===== config.mk =====
export PLATFORM = sky130hd
export DESIGN_NAME = cdb_arbiter_buf_flat
export DESIGN_NICKNAME = d
export VERILOG_FILES = /design/src/rtl/cdb_arbiter_buf_if.sv /design/src/rtl/cdb_arbiter_buf.sv /design/src/flat_wrapper.sv
export SDC_FILE = /design/constraint.sdc
export NUM_CORES = 1
export LEC_CHECK = 0
export BUFFER_PORTS_ARGS = -buffer_cell sky130_fd_sc_hd__clkbuf_2
export CORE_ASPECT_RATIO = 1.5
export CORE_MARGIN = 3
export CORE_UTILIZATION = 44
export DETAILED_ROUTE_END_ITERATION = 7
export PLACE_DENSITY_LB_ADDON = 0.1
export SYNTH_ARGS = -nofsm -noshare
export SYNTH_HDL_FRONTEND = slang
export SYNTH_SLANG_ARGS = --single-unit

===== constraint.sdc =====
create_clock -name clk -period 2.7 [get_ports clk]
set_input_delay 0.27 -clock clk [delete_from_list [all_inputs] [get_ports clk]]
set_output_delay 0.27 -clock clk [all_outputs]
set_load 0.05 [all_outputs]

===== src/rtl/cdb_arbiter_buf_if.sv =====
// Common data bus front-end port bundle: producer push side plus registered broadcast side.
// The master modport is the producer/consumer environment; the slave modport is the bus buffer.
interface cdb_arbiter_buf_if #(
   parameter int N_CH = 4,
   parameter int DW   = 32,
   parameter int LW   = 4
);
   logic [N_CH-1:0]    require;
   logic [N_CH*DW-1:0] dataIn;
   logic [N_CH*LW-1:0] labelIn;
   logic [N_CH-1:0]    accept;
   logic [N_CH-1:0]    full;
   logic               BCEN;
   logic [DW-1:0]      BCdata;
   logic [LW-1:0]      BClabel;

   modport master (
      output require, dataIn, labelIn,
      input  accept, full, BCEN, BCdata, BClabel
   );

   modport slave (
      input  require, dataIn, labelIn,
      output accept, full, BCEN, BCdata, BClabel
   );
endinterface


===== src/rtl/cdb_arbiter_buf.sv =====
// Buffered common data bus: per-unit result FIFOs feeding a one-per-cycle arbiter
// that drives the registered BCEN/BCdata/BClabel broadcast.

module cdb_ch_fifo #(
   parameter int DEPTH = 2,
   parameter int DW    = 32,
   parameter int LW    = 4
) (
   input  logic          clk,
   input  logic          nRST,
   input  logic          push,
   input  logic          pop,
   input  logic [DW-1:0] din,
   input  logic [LW-1:0] lin,
   output logic          empty,
   output logic          full,
   output logic [DW-1:0] dout,
   output logic [LW-1:0] lout
);
   localparam int PW = (DEPTH > 1) ? $clog2(DEPTH) : 1;
   localparam int CW = $clog2(DEPTH + 1);

   logic [DW-1:0] mem_d [DEPTH];
   logic [LW-1:0] mem_l [DEPTH];
   logic [PW-1:0] wr_ptr, rd_ptr;
   logic [CW-1:0] cnt;

   function automatic logic [PW-1:0] ptr_nxt(input logic [PW-1:0] p);
      return (p == PW'(DEPTH - 1)) ? '0 : p + 1'b1;
   endfunction

   always_ff @(posedge clk or negedge nRST) begin
      if (!nRST) begin
         wr_ptr <= '0;
         rd_ptr <= '0;
         cnt    <= '0;
      end else begin
         if (push) wr_ptr <= ptr_nxt(wr_ptr);
         if (pop)  rd_ptr <= ptr_nxt(rd_ptr);
         // push+pop together leaves the occupancy unchanged
         case ({push, pop})
            2'b10:   cnt <= cnt + 1'b1;
            2'b01:   cnt <= cnt - 1'b1;
            default: cnt <= cnt;
         endcase
      end
   end

   // Storage needs no reset: occupancy alone decides what is valid.
   always_ff @(posedge clk) begin
      if (push) begin
         mem_d[wr_ptr] <= din;
         mem_l[wr_ptr] <= lin;
      end
   end

   assign empty = (cnt == '0);
   assign full  = (cnt == CW'(DEPTH));
   assign dout  = mem_d[rd_ptr];
   assign lout  = mem_l[rd_ptr];
endmodule

module cdb_arbiter_buf #(
   parameter int N_CH      = 4,
   parameter int DEPTH     = 2,
   parameter int DW        = 32,
   parameter int LW        = 4,
   parameter int PRIO_MODE = 0
) (
   input  logic               clk,
   input  logic               nRST,
   cdb_arbiter_buf_if.slave   bus
);
   localparam int GW = $clog2(N_CH);

   logic [N_CH-1:0]          empty, full_v, push, pop;
   logic [N_CH-1:0][DW-1:0]  head_d;
   logic [N_CH-1:0][LW-1:0]  head_l;
   logic [GW-1:0]            rr_ptr, gnt;
   logic                     gnt_vld;
   logic                     bc_en;
   logic [DW-1:0]            bc_data;
   logic [LW-1:0]            bc_label;

   generate
      for (genvar g = 0; g < N_CH; g++) begin : g_ch
         // label 0 marks "no result" and never enters the buffer
         assign push[g] = bus.require[g] && !full_v[g] && (bus.labelIn[g*LW +: LW] != '0);
         assign pop[g]  = gnt_vld && (gnt == GW'(g));

         cdb_ch_fifo #(.DEPTH(DEPTH), .DW(DW), .LW(LW)) u_fifo (
            .clk   (clk),
            .nRST  (nRST),
            .push  (push[g]),
            .pop   (pop[g]),
            .din   (bus.dataIn[g*DW +: DW]),
            .lin   (bus.labelIn[g*LW +: LW]),
            .empty (empty[g]),
            .full  (full_v[g]),
            .dout  (head_d[g]),
            .lout  (head_l[g])
         );
      end
   endgenerate

   // Search order: fixed 0..N_CH-1, or rotated to start at rr_ptr.
   function automatic int slot(input int k, input logic [GW-1:0] p);
      if (PRIO_MODE != 0) return k;
      return (int'(p) + k) % N_CH;
   endfunction

   always_comb begin
      gnt_vld = 1'b0;
      gnt     = '0;
      for (int k = 0; k < N_CH; k++) begin
         if (!gnt_vld && !empty[slot(k, rr_ptr)]) begin
            gnt_vld = 1'b1;
            gnt     = GW'(slot(k, rr_ptr));
         end
      end
   end

   always_ff @(posedge clk or negedge nRST) begin
      if (!nRST) begin
         rr_ptr   <= '0;
         bc_en    <= 1'b0;
         bc_data  <= '0;
         bc_label <= '0;
      end else begin
         bc_en <= gnt_vld;
         if (gnt_vld) begin
            bc_data  <= head_d[gnt];
            bc_label <= head_l[gnt];
            if (PRIO_MODE == 0) rr_ptr <= (gnt == GW'(N_CH - 1)) ? '0 : gnt + 1'b1;
         end
      end
   end

   assign bus.accept  = push;
   assign bus.full    = full_v;
   assign bus.BCEN    = bc_en;
   assign bus.BCdata  = bc_data;
   assign bus.BClabel = bc_label;
endmodule


===== src/flat_wrapper.sv =====
// flat-port wrapper written by rule: the top's interface ports become plain ports
module cdb_arbiter_buf_flat 
#(
   parameter int N_CH      = 4,
   parameter int DEPTH     = 2,
   parameter int DW        = 32,
   parameter int LW        = 4,
   parameter int PRIO_MODE = 0
)
  (clk, nRST, bus_require, bus_dataIn, bus_labelIn, bus_accept, bus_full, bus_BCEN, bus_BCdata, bus_BClabel);
  cdb_arbiter_buf_if #(.N_CH(N_CH), .DW(DW), .LW(LW)) bus_i ();
  input  logic clk;
  input  logic nRST;
  input wire logic [$bits(bus_i.require)-1:0] bus_require;
  input wire logic [$bits(bus_i.dataIn)-1:0] bus_dataIn;
  input wire logic [$bits(bus_i.labelIn)-1:0] bus_labelIn;
  output wire logic [$bits(bus_i.accept)-1:0] bus_accept;
  output wire logic [$bits(bus_i.full)-1:0] bus_full;
  output wire logic [$bits(bus_i.BCEN)-1:0] bus_BCEN;
  output wire logic [$bits(bus_i.BCdata)-1:0] bus_BCdata;
  output wire logic [$bits(bus_i.BClabel)-1:0] bus_BClabel;
  assign bus_i.require = bus_require;
  assign bus_i.dataIn = bus_dataIn;
  assign bus_i.labelIn = bus_labelIn;
  assign bus_accept = bus_i.accept;
  assign bus_full = bus_i.full;
  assign bus_BCEN = bus_i.BCEN;
  assign bus_BCdata = bus_i.BCdata;
  assign bus_BClabel = bus_i.BClabel;
  cdb_arbiter_buf #(.N_CH(N_CH), .DEPTH(DEPTH), .DW(DW), .LW(LW), .PRIO_MODE(PRIO_MODE)) u_core (.clk(clk), .nRST(nRST), .bus(bus_i));
endmodule

After elaboration in Yosys (flattened, before gate mapping)
Memories as Yosys holds them, arrays and structs flattened.
Index checks and enable logic that the tools add are counted.
{"block": "op_classes", "n_reduce_logical": 40, "n_bitwise": 3, "addsub": 20, "magnitude_cmp": 5, "n_eq_ne": 15, "mux": 44}
{"operator": "binary-select mux 32 bit (select 2 bit)", "count": 1}
{"operator": "two-way mux 32 bit", "count": 1}
{"operator": "two-way mux 1 bit", "count": 27}
{"operator": "equality test 2 bit (second input constant)", "count": 10}
{"operator": "one-hot mux 2 bit (2 select lines)", "count": 4}
{"operator": "nonzero test 4 bit", "count": 4}
{"operator": "logical AND 1 bit", "count": 15}
{"operator": "adder 2 x 1 -> 2 bit (second input constant)", "count": 6}
{"operator": "less-than comparator 3 x 4 -> 1 bit (second input constant)", "count": 3}
{"operator": "equality test 2 x 1 -> 1 bit (second input constant)", "count": 5}
{"operator": "zero test 2 bit", "count": 5}
{"operator": "two-way mux 2 bit", "count": 5}
{"operator": "zero test 1 bit", "count": 9}
{"operator": "adder 1 bit (second input constant)", "count": 8}
{"operator": "binary-select mux 1 bit (select 2 bit)", "count": 4}
{"operator": "binary-select mux 4 bit (select 2 bit)", "count": 1}
{"operator": "nonzero test 2 bit", "count": 4}
{"operator": "subtractor 2 x 1 -> 2 bit (second input constant)", "count": 4}
{"operator": "less-than comparator 2 x 3 -> 1 bit (second input constant)", "count": 2}
{"operator": "OR reduction 2 bit", "count": 3}
{"operator": "adder 2 bit (second input constant)", "count": 2}
{"operator": "two-way mux 4 bit", "count": 1}
{"operator": "bitwise AND 1 bit (first input constant)", "count": 3}
{"block": "word_totals", "mem_bits_rw": 288, "wordCells": 151, "in_bits": 150, "memories": 8, "register_bits": 55, "output_inout_bits": 45}
{"name": "u_core.g_ch[0].u_fifo.mem_d", "depth": 2, "word_bits": 32, "read_ports": 1, "rd_ports_with_merged_regs": 0, "wr": 1, "line": "cdb_arbiter_buf.sv:23", "source": "logic [DW-1:0] mem_d [DEPTH];"}
{"name": "u_core.g_ch[1].u_fifo.mem_d", "depth": 2, "word_bits": 32, "read_ports": 1, "rd_ports_with_merged_regs": 0, "wr": 1, "line": "cdb_arbiter_buf.sv:23"}
{"name": "u_core.g_ch[2].u_fifo.mem_d", "depth": 2, "word_bits": 32, "read_ports": 1, "rd_ports_with_merged_regs": 0, "wr": 1, "line": "cdb_arbiter_buf.sv:23"}
{"name": "u_core.g_ch[3].u_fifo.mem_d", "depth": 2, "word_bits": 32, "read_ports": 1, "rd_ports_with_merged_regs": 0, "wr": 1, "line": "cdb_arbiter_buf.sv:23"}
{"name": "u_core.g_ch[0].u_fifo.mem_l", "depth": 2, "word_bits": 4, "read_ports": 1, "rd_ports_with_merged_regs": 0, "wr": 1, "line": "cdb_arbiter_buf.sv:24", "source": "logic [LW-1:0] mem_l [DEPTH];"}
{"name": "u_core.g_ch[1].u_fifo.mem_l", "depth": 2, "word_bits": 4, "read_ports": 1, "rd_ports_with_merged_regs": 0, "wr": 1, "line": "cdb_arbiter_buf.sv:24"}
{"name": "+2 memories"}

Longest topological paths before layout
Gate-level depths: netlist of run 1.
{"block": "logic_depth", "depth_word": 19, "mapped_depth": 10}

Modules after synthesis
Synthesis of run 1 repeated with hierarchy kept, for this count alone.
{"block": "hier_totals", "hier_cells": 833, "area_unflattened_um2": 14600.3}
{"module": "cdb_ch_fifo", "cells_each": 128, "instances": 4, "area_each_um2": 2931.6}
{"module": "cdb_arbiter_buf", "cells_each": 321, "instances": 1, "area_each_um2": 2874.0}

Least setup slack after synthesis of run 1
No wires, ideal clock.
{"block": "synth_path", "path_kind": "reg2reg", "start": "register u_core.g_ch[0].u_fifo.cnt[0]", "end": "memory u_core.g_ch[0].u_fifo.mem_d[0][0] (enable)", "setup_ns": 0.429, "path_buffers": 0, "synth_period_minus_slack_ns": 2.815, "slack_ns": -0.115, "required_time_ns": 2.271, "path_stages_with_launch": 4, "arrival_time_ns": 2.385, "path_cell_list": "dfrtp_1 and2b_1 nand3b_1 nor2_1"}
{"block": "synth_between", "elab_chain_len": 6}
{"item": "start, declared", "line": "cdb_arbiter_buf.sv:26", "source": "logic [CW-1:0] cnt;"}
{"item": "start signal, assigned", "line": "cdb_arbiter_buf.sv:42", "source": "2'b10: cnt <= cnt + 1'b1;"}
{"item": "start signal, assigned", "line": "cdb_arbiter_buf.sv:43", "source": "2'b01: cnt <= cnt - 1'b1;"}
{"item": "start signal, assigned", "line": "cdb_arbiter_buf.sv:44", "source": "default: cnt <= cnt;"}
{"item": "equality test 2 bit", "line": "cdb_arbiter_buf.sv:58", "source": "assign full = (cnt == CW'(DEPTH));"}
{"item": "via u_core.g_ch[0].u_fifo.full", "line": "cdb_arbiter_buf.sv:16", "source": "output logic full,"}
{"item": "zero test 1 bit", "line": "cdb_arbiter_buf.sv:88", "source": "assign push[g] = bus.require[g] && !full_v[g] && (bus.labelIn[g*LW +: LW] != '0);"}
{"item": "logical AND 1 bit (2 in series)", "line": "cdb_arbiter_buf.sv:88"}
{"item": "two-way mux 1 bit", "line": "cdb_arbiter_buf.sv:51", "source": "if (push) begin"}
{"item": "two-way mux 1 bit (not written as such)", "line": "cdb_arbiter_buf.sv:52", "source": "mem_d[wr_ptr] <= din;"}
{"item": "end, declared", "line": "cdb_arbiter_buf.sv:23"}
The timed path passes the listed nets, and every way through them passes these cells.

Worst setup path in the final report of run 1
{"block": "layout_path", "start": "input bus_labelIn[13]", "end": "output bus_accept[3]"}
{"block": "layout_between", "elab_chain_len": 2}
{"item": "start, declared", "line": "flat_wrapper.sv:16", "source": "input wire logic [$bits(bus_i.labelIn)-1:0] bus_labelIn;"}
{"item": "nonzero test 4 bit", "line": "cdb_arbiter_buf.sv:88"}
{"item": "logical AND 1 bit", "line": "cdb_arbiter_buf.sv:88"}
{"item": "end, declared", "line": "flat_wrapper.sv:17", "source": "output wire logic [$bits(bus_i.accept)-1:0] bus_accept;"}
Every way passes these cells.

==> results of run 1 <==
-- state kept, by name, summed over array words and instances (netlist names) --
register	cells
u_core.g_ch.u_fifo.wr_ptr	4
u_core.g_ch.u_fifo.cnt	8
u_core.g_ch.u_fifo.mem_d	256
u_core.g_ch.u_fifo.rd_ptr	4
u_core.bus.BCdata	32
u_core.bus.BCEN	1
u_core.rr_ptr	2
u_core.bus.BClabel	4
u_core.g_ch.u_fifo.mem_l	32
-- area by class of cell --
type / count / share of cell area
tap: 400 / 0.02833
clock buffer: 41 / 0.05326
inverter: 5 / 0.001062
multi-input combinational: 362 / 0.1868
timing repair buffer: 373 / 0.1558
sequential: 343 / 0.5677
clock inverter: 21 / 0.007083
-- layout by cell type (no fill, tap or decap), drive strengths merged --
cell type and count:
o22ai 2, o21ai 2, or4 4, and2b 1, and2 4, dlygate4sd3 145, buf 34, bufinv 1
o22a 1, and3 1, a31oi 36, nand3b 4, dfrtp 55, mux2i 144, clkinvlp 2, mux2 36
ha 4, clkbuf 235, or3 1, o21a 2, edfxtp 288, nor2b 4, and4 1, xnor2 12
nor3 3, xor2 8, nor4 1, a211o 1, a211oi 36, a221o 36, nand3 1, nor2 17
inv 5, clkinv 18
-- per-stage QoR --
stage	hold WS, ns	power (uW)
final	0.1787	21840
after global routing	0.1731	22950
after CTS	0.1485	22180
after detailed placement	0.2709	17460
after global placement	0.2800	17320
after floorplan	-0.02559	14700
-- per-layer routing --
metal	up-vias	track usage	wire, um
met3	47	0.04356	1778
li1	3760	-	-
met2	197	0.4039	19470
met5	-	0	0
met1	4014	0.2219	12140
met4	0	0.05790	766
-- power by group --
group          internal [uW]  switching, uW  leakage, uW  total [uW]
clock network           2580           1930     0.000525        4520
registers               7370            666      0.00331        8030
logic                   3490           5800      0.00306        9290
total                  13400           8400      0.00689       21800
-- cell usage after synthesis (2+ instances only) --
library cell | n | share of area
mux2_2 | 36 | 0.030
clkbuf_1 | 18 | 0.0050
a31oi_1 | 36 | 0.017
dfrtp_1 | 55 | 0.10
a221o_1 | 36 | 0.026
mux2i_1 | 144 | 0.11
xor2_1 | 8 | 0.0051
nand3b_1 | 4 | 0.0022
buf_1 | 4 | 0.0011
a211oi_1 | 36 | 0.020
buf_12 | 3 | 0.0044
inv_1 | 5 | 0.0014
or4_1 | 4 | 0.0022
buf_6 | 3 | 0.0025
o21a_1 | 2 | 0.0011
buf_4 | 8 | 0.0044
nor2_2 | 2 | 0.00092
buf_2 | 20 | 0.0073
xnor2_1 | 12 | 0.0077
edfxtp_1 | 288 | 0.63
nor2_1 | 15 | 0.0041
o22ai_1 | 2 | 0.00092
and2_1 | 4 | 0.0018
nor2b_1 | 4 | 0.0018
ha_1 | 4 | 0.0037
-- worst max-delay path, delay by kind of cell --
kind	cells	cell delay [ns]
buffers and inverters	4	1.06
AND/OR/NAND/NOR	2	0.89
-- worst min path at each step --
stage	to	slack (ns)	cells past startpoint
global placement	u_core.bus.BCdata[27]	0.28	1
finish	u_core.g_ch[3].u_fifo.wr_ptr	0.18	3
floorplan	u_core.bus.BCEN	-0.03	0
CTS	u_core.g_ch[3].u_fifo.wr_ptr	0.15	3
global route	u_core.g_ch[3].u_fifo.wr_ptr	0.17	3
detailed placement	u_core.bus.BCdata[27]	0.27	1
-- cells by family after synthesis --
| logic type | Yosys count | synth area share |
|---|---|---|
| flops | 343 | 0.7354 |
| mux | 180 | 0.1355 |
| compound gates | 116 | 0.06691 |
| buf+inv | 61 | 0.02607 |
| simple gates | 42 | 0.01964 |
| xor+xnor | 20 | 0.01285 |
| fa+ha+maj | 4 | 0.003672 |
-- repair_timing --
item | 4_1_cts | 5_1_grt
gates resized for setup | 0 | 0
endpoints found under the hold margin | 306 | 0
hold buffers | 145 | 0
endpoints found under the setup margin | 0 | 0
setup buffers | 0 | 0
==> out/results.txt, run 1 <==
Status = finished, final reports clean
Area delta synth->final = 29.59%
Final min period = 2.484 ns
Synthesized Nets = 920
Area of the multi-input gates = 3299 um^2
Most frequent cell on the critical path = clkbuf_2
Clock latency on the worst-skew pair = 0.52 ns
Netlist cell types = 38
Port buffer count = 194
Setup skew after layout = 0.01340 ns
Final core occ = 0.5820
Crit end category = primary output
Post-Place Cells = 1338
Reg2reg end = u_core.bus.BCdata[2]
CTS buffer count = 34
Post-Syn Instances = 766
Top FF cell, synth = edfxtp_1
Final Hold Fails = 0
Dpl hpwl = 23060 um
Gr ovfl total = 0
Beginning of the worst hold path = bus_require[3]
Pwr Density = 1236 nW/um^2
Peak supply drop = 889.3 uV
Worst endpoint data arrival time = 2.21 ns
Slew margin rel. = 0.5657
Vias per cell = 5.190
Die area = 33170 um^2
Gpl congestion = 0.7647
Antenna cells = 0
Fin worst setup slack = 0.2164 ns
FILL cells = 2357
CTS Sinks = 343
Tot GR Track Use = 0.2076
Max Cap Violations = 0
First-pass GRT wire length = 51140 um
Setup_tns = 0 ns
Drt total wl = 34150 um
Worst path max stage delay = 0.61 ns
Dpl ws = 0.4523 ns
Vias in the first global route = 8650
Async SR Flop Fraction = 0.1603
Static leakage = 0.006894 uW
Least-Margin Pin Slew = 0.6515 ns
Total number of vias = 8018
Fin crit share = 0.9198
Reg2reg path depth = 6
Die Ht = 221.6 um
Post-DR wirelength/cell = 22.11 um
Final Max Slew Viols = 0
Synth Area per Inst = 17.80 um^2
CP Max Fanout = 4
Post-DP Area = 15150 um^2
Clock slew at reported path FFs = 0.06 ns
Initial antenna violation count = 0
Sequential area share after synthesis = 0.7354
Crit start category = primary input
Root buf cell = clkbuf_16
CTS tree = done
Post-synthesis register bit count = 343
Worst Path Required = 2.43 ns
Detailed router's first-iteration violation count = 369
Yosys warns = 0
Antenna-violating nets left = 0
Worst setup path class = in -> out
Std-Cell Rows = 78
Final-stage net count = 1273
Slowest CP cell = or4_1
Final Cell Area = 17670 um^2
Finish-stage setup viols = 0
DIE WIDTH = 149.7 um
Mapped cell area = 13630 um^2
Clock tree buffer depth = 3
RSZ-0062 raised after global routing = false
Share of layout cells above drive strength 1 = 0.2891
Initial Utilization = 0.4491
Post-synth EDFFs = 288
Crit-path cells = dlygate4sd3_1, clkbuf_2, or4_1, nand3b_1, inv_1, clkbuf_2
Largest net degree at the start of global routing = 37
Non-filler cells, final = 1545
Drt pass-1 iters = 5
Core area = 30350 um^2
Residual DRC = 0
CP startpoint = bus_labelIn[13]
FMAX = 402.6 MHz
Register area = 10030 um^2
FF-to-FF setup slack = 0.46 ns
Min-Delay Path Class = in -> reg
R2R Path Start = u_core.g_ch[0].u_fifo.cnt[0]
I/O pin count = 195
H-tree Lvls = 2
CP Capture Point = bus_accept[3]
Power figures use the tool's default switching activity.
==> run 2: changes to the inputs <==
Settings changed: CORE_ASPECT_RATIO 1.5 to 2.
==> run 2 against run 1 <==
Utilization down 0.35 points. Highest routed layer unchanged. Combinational power down 4.8%. Largest cell class unchanged. Clock power rose by 3%. Cell count decreased by 3.2%. Setup slack better by 0.11 ns. Sequential cell count unchanged. Sequential power increased by 2%. Clock-buffer cell count decreased by 7. Global-route usage down 1.4 points. Critical path depth did not move. First-iteration DRC count fell by 2.2%. Sequential share of layout area grew 0.25 points.
==> out/results.txt, run 2 (same netlist as run 1, synthesis figures left out) <==
Beginning of the worst hold path = bus_require[0]
FMAX = 420.8 MHz
Gpl congestion = 0.8542
Initial Utilization = 0.4484
Clock slew at reported path FFs = 0.06 ns
Final Max Slew Viols = 0
Root buf cell = clkbuf_16
Peak supply drop = 827.3 uV
Die Ht = 254.9 um
Final core occ = 0.5785
Port buffer count = 194
Final Cell Area = 17590 um^2
Tot GR Track Use = 0.1933
Static leakage = 0.006844 uW
Antenna cells = 0
Post-DP Area = 15060 um^2
Initial antenna violation count = 0
FF-to-FF setup slack = 0.35 ns
Max Cap Violations = 0
DIE WIDTH = 130.5 um
Min-Delay Path Class = in -> reg
FILL cells = 2368
Worst endpoint data arrival time = 2.11 ns
Clock latency on the worst-skew pair = 0.57 ns
Finish-stage setup viols = 0
Least-Margin Pin Slew = 1.147 ns
Gr ovfl total = 0
Vias in the first global route = 8257
Register area = 10030 um^2
CTS buffer count = 30
Share of layout cells above drive strength 1 = 0.2890
Post-DR wirelength/cell = 21.66 um
RSZ-0062 raised after global routing = false
Dpl hpwl = 22050 um
Area delta synth->final = 29.03%
Crit end category = primary output
Std-Cell Rows = 90
Worst setup path class = in -> out
Drt pass-1 iters = 4
Worst Path Required = 2.43 ns
Post-CTS Setup Inserts = 0
R2R Path Start = u_core.rr_ptr[1]
Largest register FFs = 256
Slew margin rel. = 0.2335
I/O pin count = 195
Hold path endpoint = u_core.g_ch[0].u_fifo.wr_ptr
Hold path depth = 4
Largest net degree at the start of global routing = 56
Fin crit share = 0.8802
Detailed router's first-iteration violation count = 361
Antenna-violating nets left = 0
CTS tree = done
Setup skew after layout = 0.02288 ns
Status = finished, final reports clean
Area of the multi-input gates = 3326 um^2
Die area = 33260 um^2
Final-stage net count = 1259
H-tree Lvls = 1
CTS Sinks = 343
Crit start category = primary input
CP Max Fanout = 4
Residual DRC = 0
Final min period = 2.376 ns
Commonest non-fill, non-tap cell in the layout = edfxtp_1
Pwr Density = 1232 nW/um^2
Clock tree buffer depth = 3
First-pass GRT wire length = 48530 um
Total number of vias = 7903
Reg2reg end = u_core.bus.BCdata[21]
Drt total wl = 32400 um
Setup_tns = 0 ns
Vias per cell = 5.283
Final Hold Fails = 0
Largest Register = u_core.g_ch.u_fifo.mem_d
Most frequent cells in the layout = edfxtp_1 (288), clkbuf_2 (194), dlygate4sd3_1 (145)
Reg2reg path depth = 7
Core area = 30400 um^2
[run 2: repair_timing]
item,4_1_cts,5_1_grt
gates resized for setup,0,0
hold endpoints to repair,343,0
hold buffers,145,0
[run 2: layer usage]
layer / track usage / up-vias / part of all wire
li1: - / 3733 / -
met1: 0.2531 / 3913 / 0.41
met2: 0.3282 / 198 / 0.51
met3: 0.02318 / 59 / 0.039
met4: 0.07590 / 0 / 0.038
met5: 0 / - / 0
[run 2: metrics by stage]
step	instances	power [uW]	setup slack, ns	hold WS, ns
6_report	1496	21660	0.3235	0.1419
4_1_cts	1496	21900	0.2844	0.1109
5_1_grt	1496	22810	0.1782	0.1472
2_1_floorplan	766	14700	0.4716	-0.02559
3_3_place_gp	1296	16960	0.3775	0.4583
3_5_place_dp	1296	17040	0.3611	0.4589
[run 2: layout make-up]
type	instances	share of cell area
Timing Repair Buffer	363	0.1522
Inverter	5	0.001067
Sequential cell	343	0.5701
Clock buffer	34	0.04588
Clock inverter	21	0.01544
Multi-Input combinational cell	362	0.1891
Tap cell	368	0.02618
[run 2: worst max path at each step]
stage / start / slack, ns / endpoint
after CTS: bus_labelIn[9] / 0.28 / bus_accept[2]
final: bus_labelIn[9] / 0.32 / bus_accept[2]
after global placement: u_core.rr_ptr[1] / 0.38 / u_core.bus.BCdata[30]
after global routing: u_core.g_ch[0].u_fifo.cnt[0] / 0.18 / u_core.g_ch[1].u_fifo.cnt[1]
after detailed placement: u_core.rr_ptr[1] / 0.36 / u_core.bus.BCdata[9]
after floorplan: u_core.g_ch[0].u_fifo.cnt[0] / 0.47 / u_core.g_ch[0].u_fifo.mem_d[1][0]
[run 2: critical path: stages]
cell           delay, ns
dlygate4sd3_1       0.54
clkbuf_2            0.12
or4_1               0.56
nand3b_1            0.26
inv_1               0.10
clkbuf_2            0.25
[run 2: power breakdown]
group | internal, uW | switching, uW | total (uW)
clock network | 2730 | 1920 | 4650
registers | 7370 | 796 | 8170
logic | 3410 | 5430 | 8840
==> run 3: changes to the inputs <==
Settings changed: GPL_TIMING_DRIVEN from default to 0, PLACE_DENSITY from default to 0.66, PLACE_DENSITY_LB_ADDON 0.1 to default.
==> run 3 against run 2 <==
Die area unchanged. Sequential cell count is the same. Global-route usage decreased by 0.11 points. Utilization up 0.21 points. Sequential share of layout area fell by 0.22 points. Clock skew is 0.011 ns lower. Non-clock buffer count grew 38. Largest power group unchanged.
==> out/results.txt, run 3 (same netlist as run 1, synthesis figures left out) <==
Residual DRC = 0
Reg2reg end = u_core.g_ch[1].u_fifo.cnt[1]
Setup_tns = 0 ns
Beginning of the worst hold path = bus_require[0]
Hold path endpoint = u_core.g_ch[0].u_fifo.wr_ptr
Initial antenna violation count = 3
Static leakage = 0.006900 uW
Area delta synth->final = 29.49%
Worst setup path class = in -> out
Worst path max stage delay = 0.60 ns
Total number of vias = 7963
Routed met3 length = 1148 um
Port buffer count = 194
Finish-stage setup viols = 0
DIE WIDTH = 130.5 um
Met2 WL post-DR = 17320 um
Core area = 30400 um^2
CTS buffer count = 29
Clock tree buffer depth = 3
Pwr Density = 1223 nW/um^2
Fin crit share = 0.9636
FF-to-FF setup slack = 0.22 ns
Reg2reg path depth = 9
Root buf cell = clkbuf_16
CTS Sinks = 343
Std-Cell Rows = 90
Worst Path Required = 2.43 ns
Most frequent cells in the layout = edfxtp_1 (288), clkbuf_2 (193), dlygate4sd3_1 (145)
Share of layout cells above drive strength 1 = 0.2861
Fin worst setup slack = 0.09839 ns
Vias per cell = 5.188
Vias in the first global route = 8402
Final min period = 2.602 ns
Slew margin rel. = 0.3791
Drt total wl = 31920 um
Top layer in use = met4
Die area = 33260 um^2
Drt pass-1 iters = 5
Crit-path cells = dlygate4sd3_1, clkbuf_2, or4_1, nand3b_1, inv_1, buf_4, clkbuf_2
Clock slew at reported path FFs = 0.07 ns
Setup skew after layout = 0.01152 ns
Post-Place Cells = 1334
Largest net degree at the start of global routing = 56
H-tree Lvls = 1
Least-Margin Pin Slew = 0.9313 ns
Max Cap Violations = 0
Gr ovfl total = 0
Detailed router's first-iteration violation count = 490
CP Max Fanout = 4
First-pass GRT wire length = 47920 um
I/O pin count = 195
Status = finished, final reports clean
Non-filler cells, final = 1535
CTS tree = done
Dpl hpwl = 23360 um
Crit start category = primary input
Final Max Slew Viols = 0
Final-stage net count = 1296
Clock latency on the worst-skew pair = 0.55 ns
Antenna-violating nets left = 0
Most frequent cell on the critical path = clkbuf_2
Worst endpoint data arrival time = 2.33 ns
Hold path depth = 3
FMAX = 384.4 MHz
Met1 Wirelength = 12180 um
Dpl ws = 0.2077 ns
Largest register FFs = 256
Tot GR Track Use = 0.1922
Slowest CP cell = or4_1
Post-DR wirelength/cell = 20.80 um
Initial Utilization = 0.4484
Crit end category = primary output
R2R Path Start = u_core.g_ch[0].u_fifo.cnt[0]
Die Ht = 254.9 um
Peak supply drop = 684.8 uV
Final Hold Fails = 0
Gpl congestion = 0.8168
Power Total = 21580 uW
Commonest non-fill, non-tap cell in the layout = edfxtp_1
Min-Delay Path Class = in -> reg
RSZ-0062 raised after global routing = false
Post-CTS Setup Inserts = 0
Largest Register = u_core.g_ch.u_fifo.mem_d
run 3: cell types whose count changed in the layout (fill, tap and decap cells not counted), moves of 3 or more:
cell       before  now
buf_6           0    3
clkinv_2        3    9
buf_2           0   20
buf_1           0    4
diode_2         0    3
dfrtp_2         3    0
buf_16          0    3
buf_4          18    8
bufinv_16       6    2
clkinv_1        5    0
clkbuf_1        1   23
dfrtp_1        52   55
run 3: layer usage:
metal,track usage,up-vias
met4,0.07826,0
met5,0,-
met1,0.2271,3895
li1,-,3804
met2,0.3516,199
met3,0.02172,65
run 3: timing repair:
action / in CTS / in global routing
hold endpoints to repair: 343 / 0
hold buffers: 145 / 0
resized for setup: 0 / 0
run 3: worst max-delay path, delay by kind of cell:
| family | cells | cell delay (ns) |
|---|---|---|
| and+or+nand+nor | 2 | 0.89 |
| buffers and inverters | 5 | 1.16 |
run 3: cell type report:
| class | count | area [um^2] |
|---|---|---|
| plain buffers | 56 | 336.6 |
| clock inverters | 15 | 138.9 |
| repair buffers | 345 | 2567 |
| diodes | 3 | 7.507 |
| multi-input cells | 362 | 3287 |
| inverters | 5 | 18.77 |
| well taps | 368 | 460.4 |
| flip-flops and latches | 343 | 10020 |
| clock buffers | 38 | 810.8 |
| fillers | 2353 | 12750 |
run 3: how the worst max path moves through the flow:
stage                                                     to                         start  slack, ns
after floorplan            u_core.g_ch[0].u_fifo.mem_d[1][0]  u_core.g_ch[0].u_fifo.cnt[0]       0.47
after CTS                                      bus_accept[2]                bus_labelIn[9]       0.06
after global routing                           bus_accept[2]                bus_labelIn[9]      0.006
after detailed placement        u_core.g_ch[1].u_fifo.cnt[1]  u_core.g_ch[0].u_fifo.cnt[0]       0.21
final                                          bus_accept[2]                bus_labelIn[9]        0.1
after global placement    u_core.g_ch[0].u_fifo.mem_d[0][30]  u_core.g_ch[0].u_fifo.cnt[0]      -0.31
run 3: report_power, final:
part / internal (uW) / switching, uW / leakage (uW) / total, uW
Combinational: 3710 / 5820 / 0.00311 / 9530
Sequential: 7360 / 540 / 0.00332 / 7900
Clock: 2320 / 1830 / 0.000474 / 4150
Total: 13400 / 8190 / 0.00690 / 21600
run 3: per-stage QoR:
stage | utilization | cell area [um^2] | hold WS [ns]
global placement | 0.4958 | 15070 | 0.4584
finish | 0.5806 | 17650 | 0.1496
CTS | 0.5803 | 17640 | 0.1191
detailed placement | 0.5014 | 15240 | 0.4214
global route | 0.5806 | 17650 | 0.1574
floorplan | - | 13640 | -0.02559
